===== src/rtl/pw_proto_pkg.sv =====
`default_nettype none
// +--------------------------------------------------------------------+
// | pw_proto_pkg                                                       |
// | Password-store byte protocol: command codes, ack bytes, FSM types. |
// | Rev 1.0                                                            |
// +--------------------------------------------------------------------+
package pw_proto_pkg;

   localparam logic [7:0] CMD_GET = 8'h81;
   localparam logic [7:0] CMD_SET = 8'h01;

   // Element 0 is the first ack byte on the wire ("enoD").
   localparam logic [3:0][7:0] ACK_BYTES = {8'h44, 8'h6F, 8'h6E, 8'h65};

   typedef enum logic [2:0] {
      ST_IDLE         = 3'd0,
      ST_SEND_CMD     = 3'd1,
      ST_SEND_IDX     = 3'd2,
      ST_SEND_PAYLOAD = 3'd3,
      ST_RECV_DATA    = 3'd4,
      ST_RECV_ACK     = 3'd5,
      ST_DONE         = 3'd6
   } state_e;

   typedef enum logic {
      OP_GET = 1'b0,
      OP_SET = 1'b1
   } op_e;

endpackage
`default_nettype wire


===== src/rtl/pw_rx_timeout.sv =====
`default_nettype none
// +--------------------------------------------------------------------+
// | pw_rx_timeout                                                      |
// | Idle-cycle counter; expired flags the TIMEOUT_CYCLES-th idle cycle.|
// | Rev 1.0                                                            |
// +--------------------------------------------------------------------+
module pw_rx_timeout #(
   parameter int TIMEOUT_CYCLES = 1000000
) (
   input  logic clk,
   input  logic rst,
   input  logic clear,
   input  logic enable,
   output logic expired
);

   localparam int TW = (TIMEOUT_CYCLES > 1) ? $clog2(TIMEOUT_CYCLES) : 1;

   logic [TW-1:0] count_q;
   logic [TW-1:0] count_d;
   logic          at_limit;

   assign at_limit = (count_q == TW'(TIMEOUT_CYCLES - 1));
   assign expired  = enable && !clear && at_limit;

   always_comb begin
      count_d = count_q;
      if (clear) begin
         count_d = '0;
      end else if (enable && !at_limit) begin
         count_d = count_q + 1'b1;
      end
   end

   always_ff @(posedge clk) begin
      if (rst) begin
         count_q <= '0;
      end else begin
         count_q <= count_d;
      end
   end

endmodule
`default_nettype wire


===== src/rtl/pw_cmd_initiator.sv =====
`default_nettype none
// +--------------------------------------------------------------------+
// | pw_cmd_initiator                                                   |
// | Serialises get/set requests onto UART TX and collects the reply.   |
// | Rev 1.0                                                            |
// +--------------------------------------------------------------------+
module pw_cmd_initiator
   import pw_proto_pkg::*;
#(
   parameter int DATA_WIDTH     = 512,
   parameter int TIMEOUT_CYCLES = 1000000
) (
   input  logic                  clk,
   input  logic                  rst,
   input  logic                  req_valid,
   output logic                  req_ready,
   input  logic                  req_op,
   input  logic [7:0]            req_idx,
   input  logic [DATA_WIDTH-1:0] req_data,
   output logic                  rsp_valid,
   output logic [DATA_WIDTH-1:0] rsp_data,
   output logic                  rsp_err,
   output logic [7:0]            tx_data,
   output logic                  tx_valid,
   input  logic                  tx_ready,
   input  logic [7:0]            rx_data,
   input  logic                  rx_valid,
   output logic                  rx_ready
);

   localparam int NBYTES = DATA_WIDTH / 8;
   localparam int CW     = (NBYTES > 1) ? $clog2(NBYTES) : 1;

   state_e                state_q, state_d;
   op_e                   op_q, op_d;
   logic [7:0]            idx_q, idx_d;
   logic [DATA_WIDTH-1:0] data_q, data_d;
   logic [DATA_WIDTH-1:0] word_q, word_d;
   logic [CW-1:0]         cnt_q, cnt_d;
   logic [1:0]            ack_q, ack_d;
   logic                  err_q, err_d;
   logic                  tx_valid_q, tx_valid_d;
   logic [7:0]            tx_data_q, tx_data_d;
   logic                  rsp_valid_q, rsp_valid_d;
   logic [DATA_WIDTH-1:0] rsp_data_q, rsp_data_d;
   logic                  rsp_err_q, rsp_err_d;

   logic tx_fire;
   logic in_recv;
   logic to_expired;

   assign tx_fire   = tx_valid_q && tx_ready;
   assign in_recv   = (state_q == ST_RECV_DATA) || (state_q == ST_RECV_ACK);
   assign req_ready = (state_q == ST_IDLE) && !rst;
   assign rx_ready  = 1'b1;
   assign tx_valid  = tx_valid_q;
   assign tx_data   = tx_data_q;
   assign rsp_valid = rsp_valid_q;
   assign rsp_data  = rsp_data_q;
   assign rsp_err   = rsp_err_q;

   // Counter is held clear outside the receive states, so entry starts at zero.
   pw_rx_timeout #(
      .TIMEOUT_CYCLES (TIMEOUT_CYCLES)
   ) u_timeout (
      .clk     (clk),
      .rst     (rst),
      .clear   (rx_valid || !in_recv),
      .enable  (in_recv),
      .expired (to_expired)
   );

   always_comb begin
      state_d     = state_q;
      op_d        = op_q;
      idx_d       = idx_q;
      data_d      = data_q;
      word_d      = word_q;
      cnt_d       = cnt_q;
      ack_d       = ack_q;
      err_d       = err_q;
      tx_valid_d  = 1'b0;
      tx_data_d   = tx_data_q;
      rsp_valid_d = 1'b0;
      rsp_data_d  = rsp_data_q;
      rsp_err_d   = rsp_err_q;

      case (state_q)
         ST_IDLE: begin
            if (req_valid) begin
               op_d       = op_e'(req_op);
               idx_d      = req_idx;
               data_d     = req_data;
               word_d     = '0;
               cnt_d      = '0;
               ack_d      = '0;
               err_d      = 1'b0;
               state_d    = ST_SEND_CMD;
               tx_valid_d = 1'b1;
               tx_data_d  = req_op ? CMD_SET : CMD_GET;
            end
         end
         ST_SEND_CMD: begin
            tx_valid_d = 1'b1;
            if (tx_fire) begin
               state_d   = ST_SEND_IDX;
               tx_data_d = idx_q;
            end
         end
         ST_SEND_IDX: begin
            tx_valid_d = 1'b1;
            if (tx_fire) begin
               if (op_q == OP_SET) begin
                  state_d   = ST_SEND_PAYLOAD;
                  tx_data_d = data_q[7:0];
               end else begin
                  state_d    = ST_RECV_DATA;
                  tx_valid_d = 1'b0;
                  tx_data_d  = '0;
               end
            end
         end
         ST_SEND_PAYLOAD: begin
            tx_valid_d = 1'b1;
            if (tx_fire) begin
               data_d = data_q >> 8;
               if (cnt_q == CW'(NBYTES - 1)) begin
                  state_d    = ST_RECV_ACK;
                  cnt_d      = '0;
                  tx_valid_d = 1'b0;
                  tx_data_d  = '0;
               end else begin
                  cnt_d     = cnt_q + 1'b1;
                  tx_data_d = data_d[7:0];
               end
            end
         end
         ST_RECV_DATA: begin
            if (rx_valid) begin
               word_d[8*cnt_q +: 8] = rx_data;
               if (cnt_q == CW'(NBYTES - 1)) begin
                  state_d = ST_DONE;
                  cnt_d   = '0;
               end else begin
                  cnt_d = cnt_q + 1'b1;
               end
            end else if (to_expired) begin
               state_d = ST_DONE;
               err_d   = 1'b1;
            end
         end
         ST_RECV_ACK: begin
            if (rx_valid) begin
               if (rx_data != ACK_BYTES[ack_q]) begin
                  err_d = 1'b1;
               end
               if (ack_q == 2'd3) begin
                  state_d = ST_DONE;
                  ack_d   = '0;
               end else begin
                  ack_d = ack_q + 1'b1;
               end
            end else if (to_expired) begin
               state_d = ST_DONE;
               err_d   = 1'b1;
            end
         end
         ST_DONE: begin
            state_d = ST_IDLE;
         end
         default: begin
            state_d = ST_IDLE;
         end
      endcase

      // DONE always returns to IDLE, so this fires exactly once per response.
      if (state_d == ST_DONE) begin
         rsp_valid_d = 1'b1;
         rsp_err_d   = err_d;
         rsp_data_d  = (op_q == OP_SET) ? '0 : word_d;
      end
   end

   always_ff @(posedge clk) begin
      if (rst) begin
         state_q     <= ST_IDLE;
         op_q        <= OP_GET;
         idx_q       <= '0;
         data_q      <= '0;
         word_q      <= '0;
         cnt_q       <= '0;
         ack_q       <= '0;
         err_q       <= 1'b0;
         tx_valid_q  <= 1'b0;
         tx_data_q   <= '0;
         rsp_valid_q <= 1'b0;
         rsp_data_q  <= '0;
         rsp_err_q   <= 1'b0;
      end else begin
         state_q     <= state_d;
         op_q        <= op_d;
         idx_q       <= idx_d;
         data_q      <= data_d;
         word_q      <= word_d;
         cnt_q       <= cnt_d;
         ack_q       <= ack_d;
         err_q       <= err_d;
         tx_valid_q  <= tx_valid_d;
         tx_data_q   <= tx_data_d;
         rsp_valid_q <= rsp_valid_d;
         rsp_data_q  <= rsp_data_d;
         rsp_err_q   <= rsp_err_d;
      end
   end

endmodule
`default_nettype wire


===== config.mk =====
export PLATFORM = sky130hd
export DESIGN_NAME = pw_cmd_initiator
export DESIGN_NICKNAME = d
export VERILOG_FILES = /design/src/rtl/pw_proto_pkg.sv /design/src/rtl/pw_rx_timeout.sv /design/src/rtl/pw_cmd_initiator.sv
export SDC_FILE = /design/constraint.sdc
export NUM_CORES = 2
export LEC_CHECK = 0
export ABC_CLOCK_PERIOD_IN_PS = 5300
export BUFFER_PORTS_ARGS = -buffer_cell sky130_fd_sc_hd__buf_4
export CELL_PAD_IN_SITES_DETAIL_PLACEMENT = 0
export CELL_PAD_IN_SITES_GLOBAL_PLACEMENT = 1
export CORE_AREA = 4 4 409 411
export CTS_CLUSTER_SIZE = 28
export DETAILED_ROUTE_END_ITERATION = 8
export DIE_AREA = 0 0 413 415
export PLACE_DENSITY = 0.71
export SETUP_SLACK_MARGIN = 0.1
export SKIP_LAST_GASP = 1
export SLEW_MARGIN = 20
export SYNTH_ARGS = -nofsm -noshare
export SYNTH_HDL_FRONTEND = slang
export SYNTH_HIERARCHICAL = 1
export SYNTH_SLANG_ARGS = --single-unit

===== constraint.sdc =====
create_clock -name clk -period 5.3 [get_ports clk]
set_input_delay 0.795 -clock clk [delete_from_list [all_inputs] [get_ports clk]]
set_output_delay 0.795 -clock clk [all_outputs]
set_load 0.01 [all_outputs]

==> results by group <==
Worst hold path
  • Hold Crit Class: input pin to flop
  • Hold wc startpoint: req_data[511]
  • Destination of the worst hold path: data_q[511]$_SDFFE_PP0P_
  • Hold depth: 3

Setup path
  • RR Startpoint: cnt_q[1]$_SDFFE_PP0P_
  • Master of the slowest instance on the critical path: sky130_fd_sc_hd__nor3_1
  • Arrival @ worst endpoint: 5.22 ns
  • Register-to-Register Setup Slack: 0.78 ns
  • Endpoint class of the critical path: flop
  • Category of the most critical setup path: flop to flop
  • Largest fanout on the critical path: 15
  • Data required time at the worst endpoint: 6.00 ns
  • Delay contributed by the slowest stage of the critical path: 0.91 ns
  • Endpoint of the lowest-slack register-to-register path: rsp_data[266]$_SDFFE_PP0P_
  • Cell-by-cell trace of the critical path: inv_1 -> ha_1 -> nor3b_4 -> xnor2_1 -> nand2_2 -> nor3_1 -> a32oi_1 -> o21ai_0
  • R2r worst-path depth: 8
  • Type of origin of the critical path: flop

Final layout
  • Total of fill cells in the finished design: about 16000
  • Final #Nets: a little under 8000
  • Fraction of layout cells with a size suffix above 1: 20.0%
  • Layout overhead on the synthesized area: 24.9%

Routing
  • Drt first-iter violations: 5014
  • Final wirelength: 244000 um
  • Routed vias/inst: roughly 5.7
  • DRC violations left: 0
  • Number of nets with antenna violations after detailed routing: 0
  • Total via count after detailed routing: between 50000 and 60000
  • First-pass iteration count of the detailed router: 7
  • DR WL/cell: about 25 um

Yosys
  • Most common flop cell mapped by yosys: sky130_fd_sc_hd__dfxtp_1
  • Simple-gate portion of the synthesized area: between 15 and 20%
  • Combinational family with the most area after synthesis: compound AO/OA/AOI/OAI gates
  • Most numerous cell types in the synthesized netlist: sky130_fd_sc_hd__dfxtp_1 (1588), sky130_fd_sc_hd__nand2_1 (1303), sky130_fd_sc_hd__nor2_1 (847)
  • Largest cells by area after synthesis: sky130_fd_sc_hd__dfxtp_1 (52%), sky130_fd_sc_hd__nand2_1 (8.1%), sky130_fd_sc_hd__a311oi_1 (7.3%)
  • Avg Inst Size Synth: between 9 and 10 um^2
  • Largest area contributor in the netlist: sky130_fd_sc_hd__dfxtp_1
  • Sequential fraction of the synthesis area: 52.5%
  • Number of synthesized flops with an enable pin: 0
  • Cell with the most instances after synthesis: sky130_fd_sc_hd__dfxtp_1
  • Share of flip-flops with an asynchronous set or reset: 0%
  • Fraction of synthesized cell area in xor and xnor cells: less than 1%
  • Synthesized netlist cell count: 6641
  • Mapped Nets: 7180
  • Number of synthesized register bits: roughly 1600
  • Multiplexer share of the synthesized area: 0.116%
  • Number of synthesis warnings: 6
  • Fraction of the mapped netlist area in adder cells: 0.103%
  • Mapped Area: between 60000 and 70000 um^2
  • Fraction of post-synthesis cell area in the top cell type by area: 52.5%
  • Count of unique library cells instantiated by Yosys: 89
  • Fraction of the mapped netlist area in compound gates: 25.0%

STA
  • Rel. slew slack: 23.4%
  • Max Freq: 0.221 GHz
  • Slew @ Worst Pin: 1.14 ns
  • Setup violations, final: 0
  • Share of the cycle needed by the critical path after routing: between 80% and 90%
  • Clock tree skew after final layout: 0.0430 ns
  • Total negative slack: 0 ns
  • Unrepaired setup endpoints after global routing: false
  • Final hold violation count: 0
  • Post-route minimum period: around 4.5 ns
  • Final Max Slew Viols: 0
  • Final worst setup slack: 0.778 ns

Die
  • Number of top-level pins: ~1100
  • Die span in x: 413 um
  • Effective utilization at floorplan: 36.9%
  • Full die area: 171000 um^2
  • Die span in y: between 400 and 500 um
  • Core Box Area: 164000 um^2
  • Number of core rows: between 100 and 150

Global route
  • Global-route usage over all layers: 26.9%
  • GR Layer Usage met1: between 30% and 40%
  • Antenna violations before repair: 40
  • Met3 layer usage reported by global route: 5.75%
  • Global-route congestion overflow total: 0
  • Via count of the first global-routing pass: 52032
  • First-pass GRT wire length: 352000 um
  • Global routing's busiest layer: met2
  • Pin count of the biggest net entering global routing: 208
  • Global-route track usage on met2: 43.9%

CTS
  • Root Buffer: sky130_fd_sc_hd__clkbuf_16
  • CTS H-Tree Depth: 4
  • Skew-Pair Late Insertion Delay: 0.82 ns
  • CTS tree: built
  • Hold-fix buffers, CTS: 0
  • Worst-case clock buffer depth: 3
  • Post-CTS Setup Inserts: 0
  • Worst-path clk slew: 0.06 ns
  • TritonCTS Sinks: between 1500 and 2000
  • Number of resized instances in the post-cts repair step: 0
  • CTS Buf Count: 173

Place
  • Final estimated routing congestion in global placement: 0.885
  • Setup slack at placement: roughly 0.93 ns
  • Port Buf Inserts: 1057
  • Half-perimeter wire length of the detailed placement result: 173000 um

Power
  • Leakage: 29.4 nW
  • Power Density: ~350 nW/um^2
  • Peak ir drop on the vdd network: 0.000320 V

Status
  • Result of the run: complete, no violations

Job
  • Max_cap viols: 0
-- registers in the layout, summed over array words and instances, names as in the netlist --
signal	flops
ack_q	2
cnt_q	6
data_q	512
err_q	1
idx_q	8
op_q	1
rsp_data	512
rsp_err	1
rsp_valid	1
state_q	3
tx_data	8
tx_valid	1
u_timeout/count_q	20
word_q	512
-- worst max path at each step --
stage / to / startpoint / slack [ns]
finish: rsp_data[266]$_SDFFE_PP0P_ / cnt_q[1]$_SDFFE_PP0P_ / 0.78
global route: rsp_data[264]$_SDFFE_PP0P_ / cnt_q[1]$_SDFFE_PP0P_ / 0.56
detailed placement: rsp_data[269]$_SDFFE_PP0P_ / cnt_q[1]$_SDFFE_PP0P_ / 0.93
CTS: rsp_data[266]$_SDFFE_PP0P_ / cnt_q[1]$_SDFFE_PP0P_ / 0.90
global placement: rsp_data[269]$_SDFFE_PP0P_ / cnt_q[1]$_SDFFE_PP0P_ / 0.60
floorplan: req_ready / rst / 2.19
-- cell type report --
type	count	area, um^2	area share [%]
Antenna cell	26	65.1	0.0859
Clock buffer	251	4910	6.49
Clock inverter	56	776	1.02
Inverter	28	105	0.139
Multi-Input combinational cell	4426	26400	34.9
Sequential cell	1588	31800	42.0
Tap cell	2189	2740	3.62
Timing Repair Buffer	1144	8900	11.7
-- critical path: cells and delay by family, from the launching register on --
kind	cells	cell delay, ns
simple gates	3	1.91
flops	1	0.65
fa+ha+maj	1	0.42
compound gates	2	0.43
xor+xnor	1	0.89
buf+inv	1	0.10
-- through the flow --
step / util [%] / power (mW) / hold WS (ns) / instances / area (um^2)
floorplan: - / 13.8 / 0.424 / 6641 / 60600
global placement: 42.6 / 14.6 / 0.433 / 9375 / 69900
detailed placement: 42.6 / 14.6 / 0.433 / 9375 / 69900
CTS: 46.1 / 26.7 / 0.160 / 9682 / 75600
global route: 46.1 / 27.3 / 0.191 / 9694 / 75700
finish: 46.2 / 26.4 / 0.227 / 9708 / 75700
-- power breakdown --
part           total [mW]  internal, mW  switching (mW)  leakage (nW)
registers            12.6          12.3           0.223          12.9
logic                1.79         0.679            1.11          13.7
clock network        12.1          6.93            5.17          2.78
-- cell usage in the layout (no fill, tap or decap), drive strengths merged, types with 25 or more instances in the layout --
master   synthesis  layout
a221o           56      56
nand2         1306    1306
nand3           61      61
a32oi           80      80
nand2b          26      26
o21ai          105     105
o22ai           35      35
dfxtp         1588    1588
a22oi           48      48
a311oi         505     505
a32o           176     176
nor3b          106     106
a211oi          41      41
a222oi          37      37
buf            136    1144
nand4           25      25
clkinv           0      38
nor3            35      35
o2bb2ai        133     133
clkbuf         463     251
a22o           321     321
or3             27      27
a21oi          230     230
diode            0      26
nor2           854     854
inv             28      35
-- layer usage --
layer / share of wire [%] / up-vias
met5: 0.076 / -
met4: 5.2 / 26
met3: 7.0 / 461
met2: 47 / 1934
met1: 41 / 27204
li1: - / 25837
-- kinds of logic (layout without fill, tap and decap cells) --
group	after synthesis	after routing
compound gates	1856	1856
buf+inv	627	1479
simple gates	2545	2545
flops	1588	1588
xor+xnor	12	12
mux	7	7
other cells	1	27
fa+ha+maj	5	5
(Power assumes the default switching activity.)
